`src/rtl/quad_step_decoder_if.sv`:
```
// Up/Down command interface of the quadrature step decoder, plus its encoder inputs and status.
// The decoder drives the step strobes, so it takes the master side.
interface quad_step_decoder_if;
    logic       A;
    logic       B;
    logic       Clr;
    logic       Ready;
    logic       Up;
    logic       Down;
    logic       Dir;
    logic       Err;
    logic [3:0] Err_Cnt;

    modport master (
        input  A, B, Clr,
        output Ready, Up, Down, Dir, Err, Err_Cnt
    );

    modport slave (
        output A, B, Clr,
        input  Ready, Up, Down, Dir, Err, Err_Cnt
    );
endinterface

```
`src/rtl/quad_step_decoder.sv`:
```
// Quadrature decoder: synchronizes and glitch-filters A/B, decodes Gray-code steps into
// single-cycle Up/Down strobes, and flags and counts illegal double-bit transitions.
module quad_step_decoder #(
    parameter int FILT_CYC    = 3,
    parameter int SYNC_STAGES = 2
) (
    input  logic                CLK,
    input  logic                RST,
    quad_step_decoder_if.master bus
);

    typedef enum logic [1:0] {INIT, SEED, RUN} state_t;

    state_t                 state, state_nxt;
    logic                   ready_c;
    logic [2:0]             init_cnt;
    logic                   init_done;

    logic [SYNC_STAGES-1:0] sync_a_p0, sync_b_p0;
    logic                   s_a, s_b;
    logic [3:0]             cnt_a, cnt_b;
    logic                   f_a, f_b;
    logic [1:0]             prev;
    logic [1:0]             cur;
    logic [1:0]             chg;
    logic                   step_fwd, step_rev, step_err;

    logic                   up_p1, down_p1, err_p1;
    logic                   dir_q;
    logic [3:0]             err_cnt_q;

    // Forward order on {A,B} is 00->10->11->01->00: A moves to the inverse of the old B,
    // or B moves to the old A.
    function automatic logic is_fwd(input logic [1:0] p, input logic [1:0] c);
        logic [1:0] d;
        d = p ^ c;
        return ((d == 2'b10) && (c[1] != p[0])) || ((d == 2'b01) && (c[0] == p[1]));
    endfunction

    function automatic logic [3:0] sat_inc(input logic [3:0] v);
        return (v == 4'hF) ? v : v + 4'd1;
    endfunction

    // Returns {next filtered level, next counter}.
    function automatic logic [4:0] filt_next(input logic s, input logic f, input logic [3:0] c);
        if (s == f)
            return {f, 4'd0};
        else if (c == 4'(FILT_CYC - 1))
            return {s, 4'd0};
        else
            return {f, c + 4'd1};
    endfunction

    assign s_a       = sync_a_p0[SYNC_STAGES-1];
    assign s_b       = sync_b_p0[SYNC_STAGES-1];
    assign init_done = (init_cnt == 3'(SYNC_STAGES - 1));

    assign cur      = {f_a, f_b};
    assign chg      = cur ^ prev;
    assign step_err = &chg;
    assign step_fwd = is_fwd(prev, cur);
    assign step_rev = (^chg) & ~step_fwd;

    always_ff @(posedge CLK) begin
        if (RST) begin
            state    <= INIT;
            init_cnt <= 3'd0;
        end else begin
            state    <= state_nxt;
            init_cnt <= (state == INIT) ? init_cnt + 3'd1 : 3'd0;
        end
    end

    always_comb begin
        state_nxt = state;
        ready_c   = 1'b0;
        case (state)
            INIT:    if (init_done) state_nxt = SEED;
            SEED:    state_nxt = RUN;
            RUN:     ready_c = 1'b1;
            default: state_nxt = INIT;
        endcase
    end

    // Synchronizer and filter stage
    always_ff @(posedge CLK) begin
        if (RST) begin
            sync_a_p0 <= '0;
            sync_b_p0 <= '0;
            f_a       <= 1'b0;
            f_b       <= 1'b0;
            cnt_a     <= 4'd0;
            cnt_b     <= 4'd0;
            prev      <= 2'b00;
        end else begin
            sync_a_p0 <= {sync_a_p0[SYNC_STAGES-2:0], bus.A};
            sync_b_p0 <= {sync_b_p0[SYNC_STAGES-2:0], bus.B};
            case (state)
                SEED: begin
                    f_a   <= s_a;
                    f_b   <= s_b;
                    cnt_a <= 4'd0;
                    cnt_b <= 4'd0;
                    prev  <= {s_a, s_b};
                end
                RUN: begin
                    {f_a, cnt_a} <= filt_next(s_a, f_a, cnt_a);
                    {f_b, cnt_b} <= filt_next(s_b, f_b, cnt_b);
                    prev         <= cur;
                end
                default: ;
            endcase
        end
    end

    // Decode stage
    always_ff @(posedge CLK) begin
        if (RST) begin
            up_p1     <= 1'b0;
            down_p1   <= 1'b0;
            err_p1    <= 1'b0;
            dir_q     <= 1'b0;
            err_cnt_q <= 4'd0;
        end else begin
            up_p1   <= (state == RUN) && step_fwd;
            down_p1 <= (state == RUN) && step_rev;
            err_p1  <= (state == RUN) && step_err;
            if (bus.Clr) begin
                dir_q     <= 1'b0;
                err_cnt_q <= 4'd0;
            end else if (state == RUN) begin
                if (step_fwd)
                    dir_q <= 1'b1;
                else if (step_rev)
                    dir_q <= 1'b0;
                if (step_err)
                    err_cnt_q <= sat_inc(err_cnt_q);
            end
        end
    end

    assign bus.Ready   = ready_c;
    assign bus.Up      = up_p1;
    assign bus.Down    = down_p1;
    assign bus.Err     = err_p1;
    assign bus.Dir     = dir_q;
    assign bus.Err_Cnt = err_cnt_q;

endmodule
```
`src/flat_wrapper.sv`:
```
// flat-port wrapper written by rule: the top's interface ports become plain ports
module quad_step_decoder_flat 
#(
    parameter int FILT_CYC    = 3,
    parameter int SYNC_STAGES = 2
)
  (CLK, RST, bus_A, bus_B, bus_Clr, bus_Ready, bus_Up, bus_Down, bus_Dir, bus_Err, bus_Err_Cnt);
  quad_step_decoder_if bus_i ();
  input  logic CLK;
  input  logic RST;
  input wire logic [$bits(bus_i.A)-1:0] bus_A;
  input wire logic [$bits(bus_i.B)-1:0] bus_B;
  input wire logic [$bits(bus_i.Clr)-1:0] bus_Clr;
  output wire logic [$bits(bus_i.Ready)-1:0] bus_Ready;
  output wire logic [$bits(bus_i.Up)-1:0] bus_Up;
  output wire logic [$bits(bus_i.Down)-1:0] bus_Down;
  output wire logic [$bits(bus_i.Dir)-1:0] bus_Dir;
  output wire logic [$bits(bus_i.Err)-1:0] bus_Err;
  output wire logic [$bits(bus_i.Err_Cnt)-1:0] bus_Err_Cnt;
  assign bus_i.A = bus_A;
  assign bus_i.B = bus_B;
  assign bus_i.Clr = bus_Clr;
  assign bus_Ready = bus_i.Ready;
  assign bus_Up = bus_i.Up;
  assign bus_Down = bus_i.Down;
  assign bus_Dir = bus_i.Dir;
  assign bus_Err = bus_i.Err;
  assign bus_Err_Cnt = bus_i.Err_Cnt;
  quad_step_decoder #(.FILT_CYC(FILT_CYC), .SYNC_STAGES(SYNC_STAGES)) u_core (.CLK(CLK), .RST(RST), .bus(bus_i));
endmodule
```
`config.mk`:
```
export PLATFORM = sky130hd
export DESIGN_NAME = quad_step_decoder_flat
export DESIGN_NICKNAME = d
export VERILOG_FILES = /design/src/rtl/quad_step_decoder_if.sv /design/src/rtl/quad_step_decoder.sv /design/src/flat_wrapper.sv
export SDC_FILE = /design/constraint.sdc
export NUM_CORES = 1
export LEC_CHECK = 0
export CAP_MARGIN = 5
export CORE_MARGIN = 8
export CORE_UTILIZATION = 28
export CTS_CLUSTER_DIAMETER = 50
export DETAILED_ROUTE_END_ITERATION = 8
export SLEW_MARGIN = 20
export SYNTH_ARGS = -nofsm -noshare
export SYNTH_HDL_FRONTEND = slang
export SYNTH_SLANG_ARGS = --single-unit
export TNS_END_PERCENT = 30
```
`constraint.sdc`:
```
create_clock -name CLK -period 3.1 [get_ports CLK]
set_input_delay 0.31 -clock CLK [delete_from_list [all_inputs] [get_ports CLK]]
set_output_delay 0.31 -clock CLK [all_outputs]
set_load 0.005 [all_outputs]
```
==> flow_metrics.py, run 1 <==
metrics = {
    "status": {
        "outcome": "completed",
    },
    "clocking": {
        "path_clk_slew_ns": 0.06,
        "cts_buffer_depth": 2,
        "cts_setup_buffers": 0,
        "clock_sinks": 29,
        "insertion_delay_ns": 0.28,
        "clock-root-buffer": "clkbuf_8",
        "htree_levels": 2,
        "numCtsBuffers": 5,
        "cts_tree": "built",
        "cts_hold_buffers": 0,
        "cts-resized-gates": 0,
    },
    "floorplanning": {
        "core_area_um2": 5070,
        "rows": 26,
        "start_util": 0.289,
        "pin_count": 14,
        "die_width_um": 88.3,
        "dieArea_um2": 7800,
        "die_h_um": 88.3,
    },
    "logic_synthesis": {
        "synth_top_area_frac": 0.396,
        "synth-warning-count": 0,
        "synth_seq_cells": 29,
        "synth_area_leaders": "dfxtp_1 40%, ha_1 12%, nand2b_1 4.7%",
        "synth_cell_types": 33,
        "syn-num-nets": 174,
        "synth-seq-area-share": 0.396,
        "synth_area_um2": 1470,
        "avgSynthCellArea_um2": 9.45,
        "yosysTopAreaCell": "dfxtp_1",
        "synth_cells": 155,
    },
    "run": {
        "maxCapViolCount": 0,
    },
    "timing": {
        "period_needed_ns": 2.01,
        "fin_crit_sh": 0.650,
        "worst_pin_slew_ns": 0.601,
        "setup_violations": 0,
        "setup_ws_ns": 1.09,
        "rsz0062_at_grt": "false",
        "maxSlewHeadroom": 0.599,
        "hold_violations": 0,
        "skew_ns": 0.00417,
        "timing.setup.tns_ns": 0,
        "drv_slew": 0,
        "max_freq_mhz": 497,
    },
    "global_route": {
        "grt_util_all_layers": 0.0713,
        "grt_start_max_net_pins": 23,
        "grt-ovfl-total": 0,
        "antenna_found_initial": 0,
        "grt_pass1_vias": 960,
        "grt_pass1_wl_mm": 4.27,
    },
    "routing": {
        "totalWireLength_mm": 2.48,
        "ant_nets": 0,
        "wl_per_cell_um": 10.4,
        "drc": 0,
        "drt-initial-drc-count": 47,
        "dr_total_vias": 1015,
        "firstDrtPassIters": 4,
        "drt-vias-per-instance": 4.25,
    },
    "place": {
        "port_buffers": 13,
        "gp_congestion": 0.715,
        "dp_worst_setup_slack_ns": 1.36,
        "dp_hpwl_mm": 1.77,
    },
    "power": {
        "pwr-share-clk": 0.271,
        "p_comb_frac": 0.328,
        "pwr-share-seq": 0.400,
        "p_leak_nw": 0.642,
        "p_sw_uw": 364,
        "pwr_density_cell_nw_per_um2": 650,
        "sw_frac_of_total": 0.323,
        "ir_drop_mv": 0.627,
        "p_int_uw": 761,
    },
    "final_layout": {
        "diodes": 0,
        "final_common_cell": "dfxtp_1",
        "areaGrowthSynthToFinish_pct": 18.1,
        "final_layout_size_suffix_gt1_frac": 0.101,
        "nets": 188,
        "mostFrequentLayoutCells": "29 x dfxtp_1, 18 x nor2_1, 14 x ha_1",
    },
    "setup_path": {
        "cp-end-kind": "output pin",
        "cp_max_fo": 8,
        "crit_type": "reg -> out",
        "critPathLaunchType": "register",
        "required_ns": 2.79,
        "cp.arrival_ns": 1.70,
    },
    "hold_path": {
        "hp-class": "reg -> reg",
    },
}
stage by stage:
step	power [mW]	hold slack, ns	util	instance area, um2	instances
after floorplan	0.767	0.382	-	1470	155
after global placement	0.825	0.420	0.324	1640	232
after detailed placement	0.832	0.432	0.324	1640	232
after CTS	1.14	0.447	0.341	1730	239
after global routing	1.21	0.467	0.341	1730	239
final	1.12	0.440	0.341	1730	239
registers in the layout, summed over array words and instances, names as in the netlist:
signal              cells
u_core.bus.Err          1
u_core.init_cnt         3
u_core.sync_b_p0        2
u_core.cnt_b            4
u_core.prev             2
u_core.state            2
u_core.bus.Dir          1
u_core.bus.Up           1
u_core.bus.Down         1
u_core.f_b              1
u_core.sync_a_p0        2
u_core.f_a              1
u_core.bus.Err_Cnt      4
u_core.cnt_a            4
cells in the mapped netlist, drive strengths merged:
master  number
nor2        18
nand3        9
nor3b        2
a22oi        1
nand2        5
nand3b       2
dfxtp       29
clkbuf       2
o21ai        6
nor2b        6
or2          1
inv          8
ha          14
mux2i        6
xor2         2
xnor2        7
a21oi        9
nand2b      11
and3         1
nor3         5
buf          5
nor4b        1
a31oi        3
a211oi       2
critical path, cell delays in order, from the launching register on:
cell	delay (ns)
dfxtp_1	0.32
inv_1	0.10
ha_1	0.42
clkdlybuf4s50_1	0.59
final cells by class:
| class | count | area (um2) |
|---|---|---|
| Tap cell | 70 | 87.6 |
| Multi-Input combinational cell | 111 | 806 |
| Inverter | 8 | 32.5 |
| Timing Repair Buffer | 14 | 138 |
| Fill cell | 546 | 3340 |
| Sequential cell | 29 | 581 |
| Clock buffer | 7 | 86.3 |
cell families after synthesis:
| kind of cell | after synthesis | share of synthesized area |
|---|---|---|
| adder cells (fa/ha/maj) | 14 | 0.120 |
| XOR/XNOR | 9 | 0.0640 |
| AO/OA/AOI/OAI | 21 | 0.0794 |
| AND/OR/NAND/NOR | 61 | 0.246 |
| multiplexers | 6 | 0.0410 |
| buffers and inverters | 15 | 0.0538 |
| flip-flops | 29 | 0.396 |
routing by layer:
| metal | share of wire | track usage | up-vias |
|---|---|---|---|
| met1 | 0.49 | 0.0824 | 454 |
| met2 | 0.45 | 0.107 | 10 |
| li1 | - | - | 546 |
| met3 | 0.036 | 0.0223 | 5 |
| met5 | 0 | 0 | - |
| met4 | 0.025 | 0.0553 | 0 |
final timing paths:
path / from / end / slack (ns) / depth (start not counted)
worst max register to register: u_core.state[0] / u_core.f_a / 1.47 / 5
worst max-delay path: u_core.state[0] / bus_Ready / 1.09 / 3
worst min-delay path: u_core.sync_b_p0[0] / u_core.sync_b_p0[1] / 0.44 / 1
worst min register to register: u_core.sync_b_p0[0] / u_core.sync_b_p0[1] / 0.44 / 1
power by group through the flow:
stage / sequential (mW) / combinational, mW / clock, mW
final: 0.450 / 0.369 / 0.305
after global placement: 0.458 / 0.367 / 0
after CTS: 0.451 / 0.376 / 0.318
after floorplan: 0.449 / 0.318 / 0
after detailed placement: 0.459 / 0.374 / 0
after global routing: 0.457 / 0.418 / 0.330
(Power assumes the default switching activity.)
==> run 2, diff against run 1 <==
- clock period: 3.1 -> 1.79 ns (I/O delays scaled with it)
==> flow_metrics.py, run 2 (same netlist as run 1, synthesis figures left out) <==
metrics = {
    "routing": {
        "wirelength_met1_mm": 1.14,
        "drc": 0,
        "highest_layer": "met4",
        "ant_nets": 0,
        "firstDrtPassIters": 4,
        "totalWireLength_mm": 2.48,
        "drt-initial-drc-count": 46,
        "drt-vias-per-instance": 4.31,
        "wl_per_cell_um": 10.2,
        "dr_total_vias": 1047,
        "dr_wl_met3_um": 109,
        "wl_met2_mm": 1.17,
    },
    "place": {
        "port_buffers": 13,
        "gp_congestion": 0.693,
        "dp_worst_setup_slack_ns": 0.244,
        "dp_hpwl_mm": 1.81,
        "dp.cells": 236,
    },
    "setup_path": {
        "critPathLaunchType": "register",
        "crit_type": "reg -> out",
        "cp.arrival_ns": 1.48,
        "cp_max_fo": 4,
        "startpoint": "u_core.state[0]",
        "cp-end-kind": "output pin",
        "timing.rr.start": "u_core.f_a",
        "required_ns": 1.61,
    },
    "clocking": {
        "cts_tree": "built",
        "insertion_delay_ns": 0.27,
        "clock-root-buffer": "clkbuf_8",
        "cts_buffer_depth": 2,
        "cts_setup_buffers": 0,
        "htree_levels": 2,
        "numCtsBuffers": 5,
        "clock_sinks": 29,
        "path_clk_slew_ns": 0.06,
    },
    "final_layout": {
        "mostFrequentLayoutCells": "29 x dfxtp_1, 18 x nor2_1, 13 x ha_1, 13 x clkdlybuf4s50_1, 11 x nand2b_1",
        "regArea_um2": 581,
        "stdcell_count": 243,
        "final_layout_size_suffix_gt1_frac": 0.127,
        "areaGrowthSynthToFinish_pct": 20.3,
        "diodes": 0,
        "nets": 192,
        "multi_input_area_um2": 808,
        "fillers": 544,
        "final_common_cell": "dfxtp_1",
    },
    "timing": {
        "setup_ws_ns": 0.129,
        "hold_violations": 0,
        "worst_pin_slew_ns": 0.379,
        "maxSlewHeadroom": 0.748,
        "timing.setup.tns_ns": 0,
        "skew_ns": 0.00490,
        "fin_crit_sh": 0.928,
        "drv_slew": 0,
        "rsz0062_at_grt": "false",
        "worst_hold_slack_ns": 0.434,
        "period_needed_ns": 1.66,
        "max_freq_mhz": 602,
        "setup_violations": 0,
    },
    "global_route": {
        "grt-ovfl-total": 0,
        "antenna_found_initial": 0,
        "grt_util_all_layers": 0.0723,
        "grt_pass1_wl_mm": 4.33,
        "grt_start_max_net_pins": 19,
        "grt_pass1_vias": 971,
    },
    "power": {
        "ir_drop_mv": 0.402,
        "p_leak_nw": 0.662,
        "pwr_density_cell_nw_per_um2": 1130,
    },
    "floorplanning": {
        "start_util": 0.289,
        "die_width_um": 88.3,
        "die_h_um": 88.3,
        "rows": 26,
        "core_area_um2": 5070,
        "pin_count": 14,
        "dieArea_um2": 7800,
    },
    "status": {
        "outcome": "completed",
    },
    "hold_path": {
        "min_from": "u_core.sync_b_p0[0]",
        "hp-class": "reg -> reg",
    },
    "run": {
        "maxCapViolCount": 0,
    },
}
==> run 2: cell count changes in the layout (fill, tap and decap cells not counted), sizes merged <==
cell | previous run | this run
buf | 1 | 5
==> run 2: worst max-delay path, stage by stage, from the launching register on <==
cell and delay (ns):
dfxtp_1 0.32, inv_1 0.11, ha_2 0.25, clkdlybuf4s50_1 0.53
==> run 2: what timing repair did <==
action                                  in CTS  in global routing
endpoints found under the setup margin       0                  1
gates resized for setup                      0                  1
hold buffers                                 0                  0
==> run 2: final timing paths <==
path	endpoint	slack, ns	cells past startpoint
setup / recovery	bus_Ready	0.13	3
hold / removal	u_core.sync_b_p0[1]	0.43	1
setup reg to reg	u_core.bus.Err_Cnt[3]	0.25	6
hold reg to reg	u_core.sync_b_p0[1]	0.43	1
==> run 2: report_power, final <==
group | internal [mW] | switching, mW | leakage (nW)
Clock | 0.304 | 0.222 | 0.0443
Combinational | 0.341 | 0.350 | 0.382
Sequential | 0.719 | 0.0612 | 0.236
Total | 1.36 | 0.634 | 0.662
==> run 2: layout make-up <==
class                           instances  area share
Multi-Input combinational cell        111       0.458
Sequential cell                        29       0.329
Timing Repair Buffer                   18      0.0951
Tap cell                               70      0.0497
Clock buffer                            7      0.0490
Inverter                                8      0.0185
==> run 2: layer usage <==
metal,up-vias,global-route usage
li1,550,-
met1,480,0.0797
met2,12,0.113
met3,5,0.0316
met4,0,0.0415
met5,-,0
==> run 2: stage by stage <==
stage | power, mW | instance area (um2) | utilization
after floorplan | 1.33 | 1470 | -
after global placement | 1.49 | 1670 | 0.330
after detailed placement | 1.49 | 1670 | 0.330
after CTS | 2.04 | 1760 | 0.347
after global routing | 2.16 | 1760 | 0.347
final | 2.00 | 1760 | 0.347
==> run 3, diff against run 2 <==
- CORE_MARGIN: 8 -> 1.5
==> flow_metrics.py, run 3 (same netlist as run 1, synthesis figures left out) <==
metrics = {
    "floorplanning": {
        "die_h_um": 75.3,
        "dieArea_um2": 5680,
        "core_area_um2": 5070,
        "pin_count": 14,
        "die_width_um": 75.3,
        "rows": 26,
        "start_util": 0.289,
    },
    "clocking": {
        "cts-resized-gates": 1,
        "cts_setup_buffers": 0,
        "path_clk_slew_ns": 0.06,
        "clock_sinks": 29,
        "insertion_delay_ns": 0.28,
        "htree_levels": 2,
        "clock-root-buffer": "clkbuf_8",
        "cts_buffer_depth": 2,
        "cts_hold_buffers": 0,
        "numCtsBuffers": 5,
        "cts_tree": "built",
    },
    "setup_path": {
        "crit_end": "bus_Ready",
        "cp-end-kind": "output pin",
        "worstRegToRegCells": 6,
        "required_ns": 1.61,
        "startpoint": "u_core.state[0]",
        "cp_max_fo": 8,
        "timing.rr.start": "u_core.state[1]",
        "regToRegSetupSlack_ns": 0.33,
        "critPathLaunchType": "register",
        "r2r-end": "u_core.f_a",
        "cp.arrival_ns": 1.50,
        "crit_type": "reg -> out",
    },
    "timing": {
        "fin_crit_sh": 0.936,
        "worst_pin_slew_ns": 0.274,
        "drv_slew": 0,
        "setup_violations": 0,
        "rsz0062_at_grt": "false",
        "setup_ws_ns": 0.115,
        "max_freq_mhz": 597,
        "maxSlewHeadroom": 0.817,
        "hold_violations": 0,
        "period_needed_ns": 1.67,
        "timing.setup.tns_ns": 0,
        "skew_ns": 0.00559,
    },
    "routing": {
        "wl_per_cell_um": 10.1,
        "drt-vias-per-instance": 4.23,
        "drt-initial-drc-count": 38,
        "ant_nets": 0,
        "drc": 0,
        "dr_total_vias": 1028,
        "totalWireLength_mm": 2.46,
        "firstDrtPassIters": 4,
    },
    "hold_path": {
        "hp-class": "reg -> reg",
    },
    "power": {
        "p_sw_uw": 644,
        "pwr_density_cell_nw_per_um2": 1120,
        "sw_frac_of_total": 0.324,
        "pwr-share-clk": 0.266,
        "p_int_mw": 1.34,
        "p_comb_frac": 0.343,
        "ir_drop_mv": 0.717,
        "fin_total_pwr_mw": 1.99,
        "p_leak_nw": 0.663,
        "pwr-share-seq": 0.391,
    },
    "global_route": {
        "grt_util_all_layers": 0.103,
        "antenna_found_initial": 0,
        "grt_pass1_vias": 1010,
        "grt-ovfl-total": 0,
        "grt_start_max_net_pins": 23,
        "grt_pass1_wl_mm": 4.28,
    },
    "place": {
        "dp.cells": 236,
        "port_buffers": 13,
        "gp_congestion": 0.670,
        "dp_hpwl_mm": 1.76,
        "dp_worst_setup_slack_ns": 0.203,
    },
    "final_layout": {
        "regArea_um2": 581,
        "final_common_cell": "dfxtp_1",
        "final_layout_size_suffix_gt1_frac": 0.127,
        "stdcell_count": 243,
        "fillers": 559,
        "multi_input_area_um2": 818,
        "mostFrequentLayoutCells": "29 x dfxtp_1, 18 x nor2_1, 13 x ha_1, 13 x clkdlybuf4s50_1, 11 x nand2b_1",
        "diodes": 0,
        "nets": 192,
        "areaGrowthSynthToFinish_pct": 21.0,
    },
    "status": {
        "outcome": "completed",
    },
    "run": {
        "maxCapViolCount": 0,
    },
}
## run 3: power by group through the flow
stage	Sequential, mW	Combinational [mW]	Clock (mW)
detailed placement	0.789	0.673	0
floorplan	0.778	0.550	0
CTS	0.775	0.678	0.551
global placement	0.787	0.664	0
global route	0.785	0.760	0.574
finish	0.776	0.682	0.529
## run 3: area by class of cell
type                    instances  share of cell area
flip-flops and latches         29               0.327
inverters                       8              0.0183
repair buffers                 18              0.0946
well taps                      70              0.0494
clock buffers                   7              0.0487
multi-input cells             111               0.462
## run 3: metrics by stage
| step | util | area, um2 | hold slack [ns] |
|---|---|---|---|
| 2_1_floorplan | - | 1470 | 0.251 |
| 3_3_place_gp | 0.330 | 1670 | 0.424 |
| 3_5_place_dp | 0.330 | 1670 | 0.429 |
| 4_1_cts | 0.347 | 1760 | 0.450 |
| 5_1_grt | 0.349 | 1770 | 0.457 |
| 6_report | 0.349 | 1770 | 0.443 |
## run 3: per-layer routing
metal / wire [um] / vias to the layer above / share of wire / global-route usage
met5: 0 / - / 0 / 0
met4: 68 / 0 / 0.028 / 0.0595
met3: 93 / 5 / 0.038 / 0.0437
met2: 1090 / 14 / 0.44 / 0.157
met1: 1210 / 460 / 0.49 / 0.122
li1: - / 549 / - / -
## run 3: how the worst min path moves through the flow
stage          cells past startpoint             endpoint  slack (ns)                start
2_1_floorplan                      1  u_core.sync_a_p0[0]        0.25                  RST
3_3_place_gp                       1  u_core.sync_b_p0[1]        0.42  u_core.sync_b_p0[0]
3_5_place_dp                       1  u_core.sync_a_p0[1]        0.43  u_core.sync_a_p0[0]
4_1_cts                            1  u_core.sync_a_p0[1]        0.45  u_core.sync_a_p0[0]
5_1_grt                            1  u_core.sync_a_p0[1]        0.46  u_core.sync_a_p0[0]
6_report                           1  u_core.sync_a_p0[1]        0.44  u_core.sync_a_p0[0]
## run 3: worst max-delay path: stages, from the launching register on
cell and delay (ns):
dfxtp_1 0.32, inv_1 0.14, ha_4 0.23, clkdlybuf4s50_1 0.53
